File: config.mk
export PLATFORM = sky130hd
export DESIGN_NAME = hamm_tx_ctrl
export DESIGN_NICKNAME = d
export VERILOG_FILES = /design/src/rtl/hamm_tx_ctrl.sv
export SDC_FILE = /design/constraint.sdc
export NUM_CORES = 1
export LEC_CHECK = 0
export CORE_UTILIZATION = 55
export CTS_BUF_LIST = sky130_fd_sc_hd__clkbuf_8 sky130_fd_sc_hd__clkbuf_16
export DETAILED_ROUTE_END_ITERATION = 16
export DONT_BUFFER_PORTS = 1
export GPL_TIMING_DRIVEN = 1
export PLACE_DENSITY = 0.72
export RECOVER_POWER = 50
export SYNTH_ARGS = -nofsm -noshare
export SYNTH_HDL_FRONTEND = slang
export SYNTH_SLANG_ARGS = --single-unit
File: constraint.sdc
create_clock -name clk -period 2.4 [get_ports clk]
set_input_delay 0.6 -clock clk [delete_from_list [all_inputs] [get_ports clk]]
set_output_delay 0.6 -clock clk [all_outputs]
set_load 0.05 [all_outputs]
File: src/rtl/hamm_tx_ctrl.sv
// hamm_tx_ctrl
// Sequencing controller for the (7,4) Hamming encoder stage.
// Packs a serial bit stream into nibbles. Each nibble goes to the encoder
// with a one-cycle load strobe. The controller then captures the encoder's
// registered codeword and shifts it out serially. Every output is registered.
//
// Ports:
//   clk, rst_n      clock (rising edge); asynchronous active-low reset
//   clr             synchronous abort: drop the partial nibble or pending codeword
//   bit_in/bit_valid/bit_ready   serial input handshake
//   enc_data        nibble presented to the encoder
//   enc_strobe      encoder load strobe; SUCCESS_LEVEL means "nibble valid"
//   enc_code        registered codeword returned by the encoder
//   tx_bit/tx_valid/tx_ready     serial codeword output handshake
//   tx_sof          high with the first bit of each codeword
//   busy            high in any state other than IDLE
//   frame_cnt       codewords fully transmitted, modulo 256
module hamm_tx_ctrl #(
    parameter logic MSB_FIRST     = 1'b1,
    parameter logic SUCCESS_LEVEL = 1'b1
) (
    input  logic       clk,
    input  logic       rst_n,
    input  logic       clr,
    input  logic       bit_in,
    input  logic       bit_valid,
    output logic       bit_ready,
    output logic [3:0] enc_data,
    output logic       enc_strobe,
    input  logic [6:0] enc_code,
    output logic       tx_bit,
    output logic       tx_valid,
    input  logic       tx_ready,
    output logic       tx_sof,
    output logic       busy,
    output logic [7:0] frame_cnt
);

    typedef enum logic [2:0] {
        S_IDLE,
        S_COLLECT,
        S_STROBE,
        S_CAPTURE,
        S_SHIFT
    } state_e;

    state_e     state_q, state_d;
    logic [2:0] cnt_q, cnt_d;
    logic [3:0] nib_q, nib_d, nib_next;
    logic [3:0] enc_data_q, enc_data_d;
    logic [6:0] sreg_q, sreg_d, sreg_next;
    logic       bit_ready_q, bit_ready_d;
    logic       enc_strobe_q, enc_strobe_d;
    logic       tx_bit_q, tx_bit_d;
    logic       tx_valid_q, tx_valid_d;
    logic       tx_sof_q, tx_sof_d;
    logic       busy_q, busy_d;
    logic [7:0] frame_cnt_q, frame_cnt_d;

    always_comb begin
        // After four shifts the first bit lands in bit 3 (MSB_FIRST) or bit 0.
        nib_next  = MSB_FIRST ? {nib_q[2:0], bit_in} : {bit_in, nib_q[3:1]};
        sreg_next = MSB_FIRST ? {sreg_q[5:0], 1'b0} : {1'b0, sreg_q[6:1]};

        state_d      = state_q;
        cnt_d        = cnt_q;
        nib_d        = nib_q;
        enc_data_d   = enc_data_q;
        sreg_d       = sreg_q;
        bit_ready_d  = bit_ready_q;
        enc_strobe_d = enc_strobe_q;
        tx_bit_d     = tx_bit_q;
        tx_valid_d   = tx_valid_q;
        tx_sof_d     = tx_sof_q;
        frame_cnt_d  = frame_cnt_q;

        case (state_q)
            S_IDLE, S_COLLECT: begin
                if (bit_valid && bit_ready_q) begin
                    nib_d = nib_next;
                    if (cnt_q == 3'd3) begin
                        state_d      = S_STROBE;
                        cnt_d        = '0;
                        enc_data_d   = nib_next;
                        enc_strobe_d = SUCCESS_LEVEL;
                        bit_ready_d  = 1'b0;
                    end else begin
                        state_d = S_COLLECT;
                        cnt_d   = cnt_q + 3'd1;
                    end
                end
            end
            S_STROBE: begin
                state_d      = S_CAPTURE;
                enc_strobe_d = ~SUCCESS_LEVEL;
            end
            S_CAPTURE: begin
                // The encoder latched on the strobe edge, so its codeword is valid now.
                state_d    = S_SHIFT;
                sreg_d     = enc_code;
                tx_bit_d   = MSB_FIRST ? enc_code[6] : enc_code[0];
                tx_valid_d = 1'b1;
                tx_sof_d   = 1'b1;
                cnt_d      = '0;
            end
            S_SHIFT: begin
                if (tx_ready) begin
                    tx_sof_d = 1'b0;
                    if (cnt_q == 3'd6) begin
                        state_d     = S_IDLE;
                        cnt_d       = '0;
                        nib_d       = '0;
                        tx_valid_d  = 1'b0;
                        bit_ready_d = 1'b1;
                        frame_cnt_d = frame_cnt_q + 8'd1;
                    end else begin
                        cnt_d    = cnt_q + 3'd1;
                        sreg_d   = sreg_next;
                        tx_bit_d = MSB_FIRST ? sreg_q[5] : sreg_q[1];
                    end
                end
            end
            default: state_d = S_IDLE;
        endcase

        // Abort overrides any handshake on the same edge.
        if (clr) begin
            state_d      = S_IDLE;
            cnt_d        = '0;
            nib_d        = '0;
            enc_data_d   = enc_data_q;
            sreg_d       = sreg_q;
            bit_ready_d  = 1'b1;
            enc_strobe_d = ~SUCCESS_LEVEL;
            tx_bit_d     = tx_bit_q;
            tx_valid_d   = 1'b0;
            tx_sof_d     = 1'b0;
            frame_cnt_d  = frame_cnt_q;
        end

        busy_d = (state_d != S_IDLE);
    end

    always_ff @(posedge clk or negedge rst_n) begin
        if (!rst_n) begin
            state_q      <= S_IDLE;
            cnt_q        <= '0;
            nib_q        <= '0;
            enc_data_q   <= '0;
            sreg_q       <= '0;
            bit_ready_q  <= 1'b1;
            enc_strobe_q <= ~SUCCESS_LEVEL;
            tx_bit_q     <= 1'b0;
            tx_valid_q   <= 1'b0;
            tx_sof_q     <= 1'b0;
            busy_q       <= 1'b0;
            frame_cnt_q  <= '0;
        end else begin
            state_q      <= state_d;
            cnt_q        <= cnt_d;
            nib_q        <= nib_d;
            enc_data_q   <= enc_data_d;
            sreg_q       <= sreg_d;
            bit_ready_q  <= bit_ready_d;
            enc_strobe_q <= enc_strobe_d;
            tx_bit_q     <= tx_bit_d;
            tx_valid_q   <= tx_valid_d;
            tx_sof_q     <= tx_sof_d;
            busy_q       <= busy_d;
            frame_cnt_q  <= frame_cnt_d;
        end
    end

    assign bit_ready  = bit_ready_q;
    assign enc_data   = enc_data_q;
    assign enc_strobe = enc_strobe_q;
    assign tx_bit     = tx_bit_q;
    assign tx_valid   = tx_valid_q;
    assign tx_sof     = tx_sof_q;
    assign busy       = busy_q;
    assign frame_cnt  = frame_cnt_q;

endmodule
## Word-level counts from Yosys, hierarchy flattened

Index checks and enable logic that the tools add are counted.

- Bitwise gates (word level): 1
- Muxes and demuxes: 40
- Add/subtract/negate cells: 2
- Equality and inequality tests: 12
- Reduce and logical (&&, ||, !) cells: 18

Operators by type and width:

| cell | number |
|---|---|
| $mux 3 | 13 |
| $reduce_and 4->1 | 4 |
| $mux 1 | 15 |
| $mux 6 | 2 |
| $ne 3x3->1 const B | 4 |
| $pmux 3 s4 | 1 |
| $pmux 6 s2 | 1 |
| $reduce_bool 3->1 | 4 |
| $pmux 1 s2 | 5 |
| $eq 3x2->1 const B | 3 |
| $pmux 3 s3 | 1 |
| $reduce_and 3->1 | 3 |
| $add 8x1->8 const B | 1 |
| $eq 3x3->1 const B | 2 |
| $pmux 3 s2 | 1 |
| $reduce_and 5->1 | 1 |
| $ne 2x2->1 const B | 2 |
| $reduce_bool 4->1 | 1 |
| $add 3x1->3 const B | 1 |
| $eq 3x1->1 const B | 1 |
| $logic_not 3->1 | 1 |
| $mux 2 | 1 |
| $reduce_and 2->1 | 1 |
| $reduce_bool 2->1 | 1 |
| 3 further kinds | 3 |

- Flip-flop bits (word level): 33
- Input bits: 13
- Word-level logic and storage cells: 85
- Output and inout bits: 18

## Logic depth before layout (Yosys ltp)

- Word-level depth: 6
- Gate-level depth with buffers: 7
- Mapped depth without buffers: 6

## Least setup slack after synthesis

Ideal clock, no wire load.

- Path kind: input to register
- From: in clr
- To: reg enc_data_q[0] (netlist: enc_data[0])
- Data required time: 2,275 ps
- Buffers on the path: 2
- Cell stages on the path: 4
- Setup time: 125 ps
- Arrival time: 1,735 ps
- Setup slack: 540 ps
- Cell sequence: buf_2 or4_1 buf_2 mux2_4

- Word-level cells in the longest chain between the ends: 2

RTL lines:

| element | RTL line | source |
|---|---|---|
| from (decl) | 24 | `input logic clr,` |
| $not 1->1 (no source line) | - |  |
| $reduce_and 4->1 (no source line) | - |  |
| to (signal assigned) | 162 | `enc_data_q <= enc_data_d;` |
| to (decl) | 50 | `logic [3:0] enc_data_q, enc_data_d;` |

Every way passes these cells.
A chain may end at the register's enable or synchronous reset.

## Worst setup path after layout

- From: reg state_q[1]
- To: reg cnt_q[2]

- Word-level cells in the longest chain between the ends: 4
- Elaborated cells on any way between the ends: 11
- Classes of those cells: 5 x eq/ne; 2 x mux; 4 x reduce/logical

RTL lines:

| element | RTL line | source |
|---|---|---|
| from (decl) | 47 | `state_e state_q, state_d;` |
| from (signal assigned) | 159 | `state_q <= state_d;` |
| $eq 3x1->1 or $logic_not 3->1 (tied branches) | 77 | `case (state_q)` |
| $reduce_or 2->1 | 77 |  |
| $ne 3x3->1 (no source line), or another cell as far along | - |  |
| $reduce_and 3->1 (no source line) or $mux 3 (tied branches) | - |  |
| to (signal assigned) | 160 | `cnt_q <= cnt_d;` |
| to (decl) | 48 | `logic [2:0] cnt_q, cnt_d;` |

Several ways; a longest one is shown, not always the timed one.

==> flow_summary.yaml <==
clock_network:
  post_cts_buffers: 0
  clock-root-buffer: "clkbuf_8"
  clock_path_buffers: 2
  htree_levels: 2
  clk_pin_slew_ns: 0.07
  worst_skew_pair.late_latency_ns: 0.29
  cts_inserted_buffers: 5
  clock_sinks: 33
  cts_resized: 0
  cts_tree: "yes"
synth:
  ys_ff_latch: 33
  ys_types: 47
  synth_top_area_frac: 0.466
  netlist_area_um2: 1720
  synth_area_per_cell_um2: 11.0
  synth_edf_count: 0
  ys_seq_area_frac: 0.481
  ys_warn_count: 0
  syn_inst: 156
  syn_nets: 174
  dominantRegCellSynth: "dfrtp_1"
  async_flop_share: 1.00
  synth_top_area_cell: "dfrtp_1"
  synthTopCellsByArea: "dfrtp_1, nand2_1, ha_1"
worst_setup_path:
  reg2reg_to: "cnt_q[2]"
  startpoint_type: "register"
  reg2regPathDepth: 4
  critPathLaunch: "state_q[1]"
  cp.required_ns: 2.57
  path_max_fanout: 15
  critPathArrivalTime_ns: 2.24
  end_kind: "register"
  worstSetupEndpoint: "cnt_q[2]"
  rrSetupSlack_ns: 0.33
  r2r_start: "state_q[1]"
  path_class: "reg2reg"
grt:
  grt_pass1_vias: 1071
  grtUsageTotal: 0.205
  grt_max_degree: 33
  grt_pass1_wl_um: 5040
  antenna_found_initial: 0
  grt_overflow: 0
pwr:
  p_per_area_nw_per_um2: 768
  p_leak_nw: 0.829
  p_seq_frac: 0.564
  p_sw_w: 0.000430
  pwr-share-clk: 0.296
  ir_drop_mv: 0.402
  comb_power_share: 0.139
  p_int_w: 0.000960
  switching_share: 0.310
  total_power_w: 0.00139
final_layout:
  drive_gt1_frac: 0.138
  final_util: 0.634
  instances_no_fill: 190
  layout_commonest_cell: "dfrtp_1"
  antenna_cells: 0
  area_growth_pct: 5.24
  nets: 177
  final_cell_mix: "dfrtp_1, nand2_1, a21oi_1, nor2_1, nand3_1"
placement:
  hpwl_um: 2170
  portBuffers: 0
  gp_congestion: 0.749
  dp_cells: 182
drt:
  drt_iter0_drc: 69
  via_per_inst: 6.10
  drc_errors: 4
  ant_nets: 0
  num_vias: 1159
  routedWlPerCell_um: 15.9
  totalWireLength_um: 3030
  dr.pass1.iters: 10
timing:
  finalHoldViolations: 0
  clock_skew_ns: 0.00653
  rsz0062_at_grt: "false"
  slew_viol_final: 33
  setup_violations: 0
  period_share: 0.864
  fin_setup_tns_ns: 0
  whs_ns: 0.147
  max_slew_margin: -0.106
  worst_pin_slew_ns: 1.66
  min_period_ns: 2.07
  fmax_mhz: 482
floorplan:
  die_w_um: 57.9
  start_util: 0.603
  die_h_um: 57.9
  dieArea_um2: 3350
  core_um2: 2850
  fp-row-count: 19
  io-pin-count: 31
status:
  run_status: "finished, violations left"
  violations: "design-rule violations, max-capacitance violations, max-slew violations"
min_path:
  hold_class: "in2async"
flow_run:
  cap_violations: 1
-- through the flow --
stage                     setup slack, ns  cell area [um^2]
after floorplan                     0.540              1720
final                               0.325              1810
after global placement              0.427              1720
after detailed placement            0.363              1720
after CTS                           0.357              1830
after global routing                0.132              1810
-- flip-flops by register name, summed over array words and instances, names as in the netlist --
signal and flops:
frame_cnt 8, sreg_q 6, enc_data 4, cnt_q 3, nib_q 3, state_q 3, bit_ready 1, busy 1
enc_strobe 1, tx_bit 1, tx_sof 1, tx_valid 1
-- cell families after synthesis --
logic type                 Yosys count  synth area share
buffers and inverters               13            0.0444
and+or+nand+nor                     61             0.211
xor gates and xnor gates             7            0.0357
DFF                                 33             0.481
AOI/OAI and AO/OA                   30             0.137
adders and majority gates            5            0.0364
muxes                                7            0.0546
-- critical path, cell delays in order (launching register included) --
cell,delay (ns)
dfrtp_1,0.34
clkbuf_1,0.55
nor3b_4,0.19
a2111oi_4,0.51
mux2_1,0.36
-- cells in the mapped netlist, types with 2 or more instances --
| library cell | n |
|---|---|
| a211oi_1 | 2 |
| a21oi_1 | 9 |
| a31oi_1 | 6 |
| buf_2 | 4 |
| buf_6 | 3 |
| dfrtp_1 | 32 |
| ha_1 | 5 |
| inv_1 | 5 |
| mux2_1 | 2 |
| mux2_4 | 4 |
| nand2_1 | 25 |
| nand3_1 | 8 |
| nand4_1 | 2 |
| nor2_1 | 9 |
| o21ai_1 | 2 |
| or3_1 | 2 |
| xnor2_1 | 6 |
-- power groups by stage --
stage               logic [W]  registers (W)  clock network [W]
finish               0.000194       0.000785           0.000412
global route         0.000219       0.000795           0.000446
CTS                  0.000201       0.000785           0.000425
detailed placement   0.000186       0.000796                  0
global placement     0.000176       0.000791                  0
floorplan            0.000158       0.000789                  0
-- layer usage --
layer  up-vias  share of wire  GRT usage
met2        36           0.43      0.282
met5         -              0          0
met3         8          0.086      0.105
met1       554           0.45      0.262
met4         0          0.024      0.105
li1        561              -          -
-- final cells by class --
class	count	area, um^2
tap	31	38.8
clock buffer	6	82.6
multi-input combinational	110	816
inverter	5	18.8
timing repair buffer	4	22.5
fill	217	1040
sequential	33	827
clock inverter	1	3.75
-- worst min-delay path by stage --
stage / from / endpoint / slack (ns)
6_report: rst_n / bit_ready / 0.15
5_1_grt: rst_n / bit_ready / 0.13
2_1_floorplan: rst_n / busy / 0.30
3_3_place_gp: rst_n / enc_data[2] / 0.30
4_1_cts: rst_n / nib_q[0] / 0.13
3_5_place_dp: rst_n / enc_data[2] / 0.31
-- timing repair --
action                                 in CTS  in global routing
setup endpoints to repair                   0                  0
endpoints found under the hold margin      32                  0
hold buffers                                1                  0
(Power assumes the default switching activity.)
